--- src/rtl/srff_pkg.sv ---
// Shared helpers for the SR flag bank: lowest-set-bit search and popcount.
// Functions work on a 64-bit vector (the widest supported bank); callers
// zero-extend their WIDTH-bit vectors and slice the result to size.
package srff_pkg;

    localparam int MAX_W    = 64;
    localparam int MAX_IDX_W = 6;   // indexes 0..63
    localparam int MAX_PC_W  = 7;   // counts 0..64

    // Index of the lowest set bit, 0 when the vector is all zero.
    function automatic logic [MAX_IDX_W-1:0] lowest_set_idx(input logic [MAX_W-1:0] v);
        logic [MAX_IDX_W-1:0] idx;
        idx = '0;
        for (int i = MAX_W - 1; i >= 0; i--) begin
            if (v[i]) idx = i[MAX_IDX_W-1:0];
        end
        return idx;
    endfunction

    // Number of set bits in the vector.
    function automatic logic [MAX_PC_W-1:0] popcount(input logic [MAX_W-1:0] v);
        logic [MAX_PC_W-1:0] cnt;
        cnt = '0;
        for (int i = 0; i < MAX_W; i++) begin
            cnt = cnt + {{(MAX_PC_W-1){1'b0}}, v[i]};
        end
        return cnt;
    endfunction

endpackage

--- src/rtl/srff_bank_ar_rise_det.sv ---
// Registered rising-edge detector: rise is high in any cycle where d is 1
// and was 0 on the previous clock. History resets to 0, so a bit already
// high when reset is released reads as a rising edge.
module rise_det_ar #(
    parameter int WIDTH = 8
) (
    input  logic             clk,
    input  logic             rst,
    input  logic [WIDTH-1:0] d,
    output logic [WIDTH-1:0] rise
);

    logic [WIDTH-1:0] d_q;

    // One-cycle history of d, updated unconditionally every clock.
    always_ff @(posedge clk or posedge rst) begin
        if (rst) d_q <= '0;
        else     d_q <= d;
    end

    assign rise = d & ~d_q;

endmodule

--- src/rtl/srff_bank_ar.sv ---
// Bank of WIDTH sticky SR flags with selectable set/reset priority,
// optional edge-qualified set, per-channel set mask and synchronous clear.
// Also records the first channel to rise and a saturating rise count.
module srff_bank_ar
    import srff_pkg::*;
#(
    parameter int               WIDTH      = 8,
    parameter logic [WIDTH-1:0] POR_VALUE  = '0,
    parameter bit               R_DOMINANT = 1'b1,
    parameter bit               S_EDGE     = 1'b0,
    parameter int               CNT_W      = 8,
    localparam int              IDX_W      = (WIDTH > 1) ? $clog2(WIDTH) : 1
) (
    input  logic             clk,
    input  logic             rst,
    input  logic [WIDTH-1:0] s,
    input  logic [WIDTH-1:0] r,
    input  logic [WIDTH-1:0] mask,
    input  logic             clr_all,
    output logic [WIDTH-1:0] out,
    output logic             any,
    output logic             first_valid,
    output logic [IDX_W-1:0] first_idx,
    output logic [CNT_W-1:0] set_cnt
);

    localparam int PC_W = $clog2(WIDTH + 1);
    // Sum is held wide enough for both operands so a large popcount on a
    // narrow counter cannot wrap before the saturation compare.
    localparam int SUM_W = ((CNT_W > PC_W) ? CNT_W : PC_W) + 1;
    localparam logic [SUM_W-1:0] CNT_MAX = {{(SUM_W-CNT_W){1'b0}}, {CNT_W{1'b1}}};

    logic [WIDTH-1:0]     s_qual;
    logic [WIDTH-1:0]     se;
    logic [WIDTH-1:0]     nxt;
    logic [WIDTH-1:0]     rise;
    logic [MAX_W-1:0]     rise_ext;
    logic [MAX_IDX_W-1:0] low_full;
    logic [MAX_PC_W-1:0]  pc_full;
    logic [PC_W-1:0]      pc;
    logic [SUM_W-1:0]     sum;
    logic [CNT_W-1:0]     cnt_nxt;

    // Set qualification: edge detector only when edge mode is selected.
    generate
        if (S_EDGE) begin : g_edge
            rise_det_ar #(.WIDTH(WIDTH)) u_rise_det (
                .clk  (clk),
                .rst  (rst),
                .d    (s),
                .rise (s_qual)
            );
        end else begin : g_level
            assign s_qual = s;
        end
    endgenerate

    assign se = mask & s_qual;

    // Next flag state and the 0->1 transitions it produces.
    always_comb begin
        nxt = out;
        if (clr_all)         nxt = '0;
        else if (R_DOMINANT) nxt = (out | se) & ~r;
        else                 nxt = (out & ~r) | se;
        rise = clr_all ? '0 : (nxt & ~out);
    end

    // Lowest rising index and popcount via the shared helpers.
    always_comb begin
        rise_ext = '0;
        rise_ext[WIDTH-1:0] = rise;
        low_full = lowest_set_idx(rise_ext);
        pc_full  = popcount(rise_ext);
        pc       = pc_full[PC_W-1:0];
    end

    // Saturating counter update.
    always_comb begin
        sum = SUM_W'(set_cnt) + SUM_W'(pc);
        if (sum > CNT_MAX) cnt_nxt = {CNT_W{1'b1}};
        else               cnt_nxt = sum[CNT_W-1:0];
    end

    // Flag register.
    always_ff @(posedge clk or posedge rst) begin
        if (rst) out <= POR_VALUE;
        else     out <= nxt;
    end

    // First-rise capture; holds once valid until a clear.
    always_ff @(posedge clk or posedge rst) begin
        if (rst) begin
            first_valid <= 1'b0;
            first_idx   <= '0;
        end else if (clr_all) begin
            first_valid <= 1'b0;
            first_idx   <= '0;
        end else if (!first_valid && (rise != '0)) begin
            first_valid <= 1'b1;
            first_idx   <= low_full[IDX_W-1:0];
        end
    end

    // Rise-event counter; a clear discards same-cycle rises.
    always_ff @(posedge clk or posedge rst) begin
        if (rst)          set_cnt <= '0;
        else if (clr_all) set_cnt <= '0;
        else              set_cnt <= cnt_nxt;
    end

    assign any = |out;

endmodule
--- config.mk ---
export PLATFORM = sky130hd
export DESIGN_NAME = srff_bank_ar
export DESIGN_NICKNAME = d
export VERILOG_FILES = /design/src/rtl/srff_pkg.sv /design/src/rtl/srff_bank_ar_rise_det.sv /design/src/rtl/srff_bank_ar.sv
export SDC_FILE = /design/constraint.sdc
export NUM_CORES = 1
export LEC_CHECK = 0
export CAP_MARGIN = 10
export CORE_UTILIZATION = 43
export DETAILED_ROUTE_END_ITERATION = 10
export PLACE_DENSITY = 0.86
export SETUP_SLACK_MARGIN = 0.05
export SLEW_MARGIN = 20
export SYNTH_ARGS = -nofsm -noshare
export SYNTH_HDL_FRONTEND = slang
export SYNTH_SLANG_ARGS = --single-unit
--- constraint.sdc ---
create_clock -name clk -period 4.45 [get_ports clk]
set_clock_uncertainty 0.15 [all_clocks]
set_input_delay 0.445 -clock clk [delete_from_list [all_inputs] [get_ports clk]]
set_output_delay 0.445 -clock clk [all_outputs]
set_load 0.05 [all_outputs]
=== After elaboration in Yosys (flattened, before gate mapping) ===
Cells that the tools add are included.

* Reduce and logical (&&, ||, !) cells: 5
* Magnitude comparators: 1
* Multiplexer cells: 16
* Bitwise operators: 6
* Add/subtract/negate cells: 8

{| class="wikitable"
|+ Operators with widths
! cell !! count
|-
| $mux 8 || 4
|-
| $mux 3 || 10
|-
| $and 8x8->8 || 3
|-
| $add 4x1->4 || 4
|-
| $not 8->8 || 2
|-
| $add 8x4->9 || 1
|-
| $gt 9x8->1 const B || 1
|-
| $or 8x8->8 || 1
|-
| $reduce_bool 8->1 || 1
|-
| $reduce_or 8->1 || 1
|-
| $add 3x1->4 || 1
|-
| $add 2x1->3 || 1
|-
| $add 1x1->2 || 1
|-
| $mux 1 || 2
|-
| $reduce_bool 2->1 || 1
|-
| $logic_and 1x1->1 || 1
|-
| $logic_not 1->1 || 1
|}

* Word-level logic and storage cells: 40
* Bits of input ports: 27
* Register bits: 20
* Output and inout port bits: 21

=== Logic depth before layout (Yosys ltp) ===
Gate-level depths: netlist of the first run.

* Word-level depth: 17
* Depth in mapped cells: 15
* Depth with buffers taken out: 14

=== Worst setup path after synthesis of the first run ===
OpenSTA, ideal clock, no wires.

* Path type: register -> register
* From: register out[0]
* To: register set_cnt[5]
* Path slack: -46 ps
* Clock period less this slack: 4496 ps
* Stages on the path, launching flop included: 14
* Setup time: 135 ps
* Arrival: 4211 ps
* Path buffers: 0
* Required time: 4165 ps
* Cell sequence: dfrtp_1 nor2_1 fa_1 inv_1 fa_1 inv_1 fa_1 fa_1 fa_1 a21o_1 a21oi_1 or2_1 and4_1 nor3_1

* Word-level cells in the longest chain between the ends: 16
* Elaborated cells between the ends (all ways): 17
* Those cells by class: add/sub: 8; order compare: 1; mux: 4; bitwise: 4

{| class="wikitable"
|+ Ends and longest elaborated chain
! element !! line !! text
|-
| start, declared || srff_bank_ar.sv:20 || <nowiki>output logic [WIDTH-1:0] out,</nowiki>
|-
| start signal, assigned || srff_bank_ar.sv:88 || <nowiki>else out <= nxt;</nowiki>
|-
| $or 8x8->8 || srff_bank_ar.sv:64 || <nowiki>else if (R_DOMINANT) nxt = (out | se) & ~r;</nowiki>
|-
| $and 8x8->8 || srff_bank_ar.sv:64 ||
|-
| $mux 8 || srff_bank_ar.sv:63 || <nowiki>if (clr_all) nxt = '0;</nowiki>
|-
| $and 8x8->8 * || srff_bank_ar.sv:66 || <nowiki>rise = clr_all ? '0 : (nxt & ~out);</nowiki>
|-
| $mux 8 * || srff_bank_ar.sv:66 ||
|-
| $add 1x1->2 * || srff_pkg.sv:25 || <nowiki>cnt = cnt + {{(MAX_PC_W-1){1'b0}}, v[i]};</nowiki>
|-
| $add 2x1->3 * || srff_pkg.sv:25 ||
|-
| $add 3x1->4 * || srff_pkg.sv:25 ||
|-
| $add 4x1->4 * (4 in a row) || srff_pkg.sv:25 ||
|-
| $add 8x4->9 * || srff_bank_ar.sv:80 || <nowiki>sum = SUM_W'(set_cnt) + SUM_W'(pc);</nowiki>
|-
| $gt 9x8->1 || srff_bank_ar.sv:81 || <nowiki>if (sum > CNT_MAX) cnt_nxt = {CNT_W{1'b1}};</nowiki>
|-
| $mux 8 * || srff_bank_ar.sv:81 ||
|-
| $mux 8 * || srff_bank_ar.sv:108 || <nowiki>else if (clr_all) set_cnt <= '0;</nowiki>
|-
| end signal, assigned || srff_bank_ar.sv:109 || <nowiki>else set_cnt <= cnt_nxt;</nowiki>
|-
| end, declared || srff_bank_ar.sv:24 || <nowiki>output logic [CNT_W-1:0] set_cnt</nowiki>
|}

Mark *: on every way between the ends. The rest lies on a longest branch, timed or not.
A chain may end at the register's enable or synchronous reset.

=== Worst setup path in the final report of the first run ===
* From: input port r[0]
* To: register set_cnt[7]

* Word-level cells in the longest chain between the ends: 16

{| class="wikitable"
|+ Ends and longest elaborated chain
! element !! line !! text
|-
| start, declared || srff_bank_ar.sv:17 || <nowiki>input logic [WIDTH-1:0] r,</nowiki>
|-
| $not 8->8 * || n/a ||
|-
| $and 8x8->8 * || srff_bank_ar.sv:64 ||
|-
| $mux 8 * || srff_bank_ar.sv:63 ||
|-
| $and 8x8->8 * || srff_bank_ar.sv:66 ||
|-
| $mux 8 * || srff_bank_ar.sv:66 ||
|-
| $add 1x1->2 * || srff_pkg.sv:25 ||
|-
| $add 2x1->3 * || srff_pkg.sv:25 ||
|-
| $add 3x1->4 * || srff_pkg.sv:25 ||
|-
| $add 4x1->4 * (4 in a row) || srff_pkg.sv:25 ||
|-
| $add 8x4->9 * || srff_bank_ar.sv:80 ||
|-
| $gt 9x8->1 || srff_bank_ar.sv:81 ||
|-
| $mux 8 * || srff_bank_ar.sv:81 ||
|-
| $mux 8 * || srff_bank_ar.sv:108 ||
|}

Marked as above.

==> results of run 1 <==
==> what timing repair did <==
item | in CTS | in global routing
pin swaps | 2 | 7
gates resized for setup | 2 | 4
buffers inserted | 1 | 1
setup endpoints to repair | 6 | 8
==> registers in the layout, indices dropped and copies added, names as in the netlist <==
name         count
out              8
first_idx        3
first_valid      1
set_cnt          8
==> kinds of logic after synthesis <==
kind of cell               count (synthesis)  synth area share
buffers and inverters                     13           0.04469
DFF                                       20            0.3972
adders and majority gates                 11            0.1390
and+or+nand+nor                           49            0.2363
xor gates and xnor gates                   3           0.02086
AOI/OAI and AO/OA                         32            0.1619
==> power by group <==
| part | internal (uW) | switching (uW) |
|---|---|---|
| Sequential | 193 | 10.4 |
| Clock | 50.0 | 58.6 |
| Combinational | 77.5 | 102 |
| Total | 320 | 171 |
==> layout by cell type (no fill, tap or decap), types with 3 or more instances in the layout <==
master            n
clkdlybuf4s50_1  45
dfrtp_1          18
a21oi_1          16
nor2_1           13
buf_4            12
nor3_1           11
inv_1            10
nand4bb_1         6
ha_1              6
o22ai_1           4
nand2_1           4
or2_1             3
fa_1              3
clkbuf_4          3
==> through the flow <==
step                hold slack [ps]  power [uW]    util  std cells  TNS (ps)
floorplan                     258.7       311.0       -        128         0
global placement              357.1       375.9  0.6642        213     -1462
detailed placement            371.9       383.0  0.6642        213     -2856
CTS                           400.9       493.3  0.6806        218         0
global route                  221.0       515.6  0.6919        219         0
finish                        196.2       491.5  0.6919        219         0
==> cell usage after synthesis, drive strengths merged <==
master	number	area, um2
nor2	14	52.55
buf	1	11.26
or3	1	11.26
nor4	2	12.51
or2	4	25.03
o31ai	2	15.01
nand4bb	7	78.83
a21oi	17	85.08
nor4b	1	8.760
xnor2	2	17.52
o211ai	1	7.510
and4	2	17.52
ha	6	75.07
o22ai	5	37.53
a21o	2	15.01
a31oi	2	12.51
nor3	11	55.05
clkbuf	2	7.510
dfrtp	20	500.5
inv	10	37.54
fa	5	100.1
nand2	4	15.01
o41ai	1	16.27
xor2	1	8.760
o21a	1	7.510
and3	1	6.260
nand3b	2	15.01
o21bai	1	7.510
==> layout make-up <==
class	count	area (um2)
sequential	20	503.0
clock buffer	4	36.28
tap	31	38.79
fill	215	849.6
inverter	10	37.54
timing repair buffer	59	561.8
multi-input combinational	95	730.7
==> worst min path at each step <==
| stage | slack (ps) | start | cells past startpoint | to |
|---|---|---|---|---|
| 6_report | 200 | r[2] | 2 | out[2] |
| 5_1_grt | 220 | r[2] | 2 | out[2] |
| 4_1_cts | 400 | first_idx[1] | 2 | first_idx[1] |
| 3_5_place_dp | 370 | first_idx[1] | 2 | first_idx[1] |
| 3_3_place_gp | 360 | first_idx[1] | 2 | first_idx[1] |
| 2_1_floorplan | 260 | rst | 1 | first_idx[0] |
==> layer usage <==
metal  wire length (um)  share of wire  up-vias
li1                   -              -      589
met1               1396           0.39      605
met2               1934           0.54       50
met3                205          0.057        9
met4                 69          0.019        0
met5                  0              0        -
==> worst max-delay path: cells and delay by family <==
family	cells	cell delay, ps
adders and majority gates	5	2290
buffers and inverters	4	780
and+or+nand+nor	4	470
AOI/OAI and AO/OA	2	370
==> metrics.yaml, run 1 <==
result_of_the_run: "finished, final reports clean"
timing.final.max_slew_violations: 0
syn_inst: 128
layout-drive-gt1-share: 0.1436
antenna_found_initial: 0
min_period_ps: 4308
detail_route.first_pass.iterations: 4
effective_utilization_at_floorplan: 0.4569
crit_end: "set_cnt[7]"
reg2reg_slack_ps: 480
area_growth_pct: 51.44
peak_ir_drop_on_the_vdd_network_mv: 0.2440
slew-limit-headroom: 0.4641
timing.hold.worst.class: "input port to register"
tightestPinTransition_ps: 802.9
num_rows: 19
netlist_area_um2: 1260
cts_made_buffers: 3
finish.net_count: 227
layout.cell_area.non_filler_um2: 1908
timing.critical_path.cells: "clkdlybuf4s50_1, nand4bb_4, nor2_2, fa_1, inv_1, fa_1, inv_1, fa_1, fa_2, fa_2, a21o_1, a21oi_2, buf_4, and4_1, nor3_1"
gr-total-overflow: 0
die-area_um2: 3151
worstSetupStartpointType: "input port"
ffs_latches_synth: 20
design.portCount: 48
part_of_the_yosys_area_used_for_sequential_elements: 0.3972
first_pass_grt_wire_length_mm: 5.816
clock_tree_from_tritoncts: "done"
core_area_um2: 2758
critPathMaxStageDelay_ps: 540
syn-mean-instance-area_um2: 9.843
numPortBuffers: 47
dpl_cell_area_um2: 1832
wirelength_mm: 3.605
final_antenna_net_count: 0
grt_util_all_layers: 0.2383
clk_pin_slew_worst_paths_ps: 120
critPathMaxFanout: 4
crit_path_end_kind: "register"
fin_crit_sh: 0.9681
wire_per_inst_um: 16.46
crit_slowest_cell: "fa_1"
finalWorstSetupSlack_ps: 141.9
drt_iter0_markers: 32
cts_sinks: 20
global_route.peak_usage_layer: "met2"
clock_tree.root_cell: "clkbuf_4"
hpwlAfterDp_mm: 2.791
power.static_leakage_uw: 0.0008569
ctsHtreeMaxLevel: 1
grt_setup_unrepaired: "false"
data_required_critical_path_ps: 4510
grt_start_max_net_pins: 21
die_y_um: 56.13
timing.critical_path.from: "r[0]"
die_w_um: 56.13
syn-num-nets: 166
yosysWarningCount: 0
grt_pass1_vias: 1305
timing.critical_path.arrival_ps: 4370
worstReg2RegEnd: "set_cnt[7]"
cpMostUsedCell: "fa_1"
power-per-cell-area_nw_per_um2: 257.6
clock_latency_ps: 310
globalplace.congestion: 0.9217
groute.layer.met3.usage: 0.03488
worstReg2RegStart: "out[0]"
detailedPlace.worstSlack_ps: -437.7
number_of_different_library_cells_in_the_post_synthesis_netlist: 30
cts_hold_buffers: 0
routed-via-count: 1253
number_of_remaining_drc_errors: 0
grt.met2_usage: 0.4490
max_cap_viol_count: 0
n_antenna_cell: 0
use_met1: 0.2644
clock.fmax_mhz: 232.1
cts.path.max_buffers: 2
timing.final.hold_violations: 0
worstSetupPathType: "input port to register"
r2r.worst_path.cells: 13
setup_viol: 0
route.detailed.vias_per_inst: 5.721
(Power assumes the default switching activity.)
==> run 2: changes to the inputs <==
--- a/config.mk
+++ b/config.mk
@@ -7,10 +7,10 @@
 export LEC_CHECK = 0
 export CAP_MARGIN = 10
 export CORE_UTILIZATION = 43
+export CTS_CLUSTER_DIAMETER = 200
 export DETAILED_ROUTE_END_ITERATION = 10
 export PLACE_DENSITY = 0.86
 export SETUP_SLACK_MARGIN = 0.05
-export SLEW_MARGIN = 20
 export SYNTH_ARGS = -nofsm -noshare
 export SYNTH_HDL_FRONTEND = slang
 export SYNTH_SLANG_ARGS = --single-unit
==> results of run 2 <==
Same layout as run 1: the final DEF is identical, and so are final timing and power.
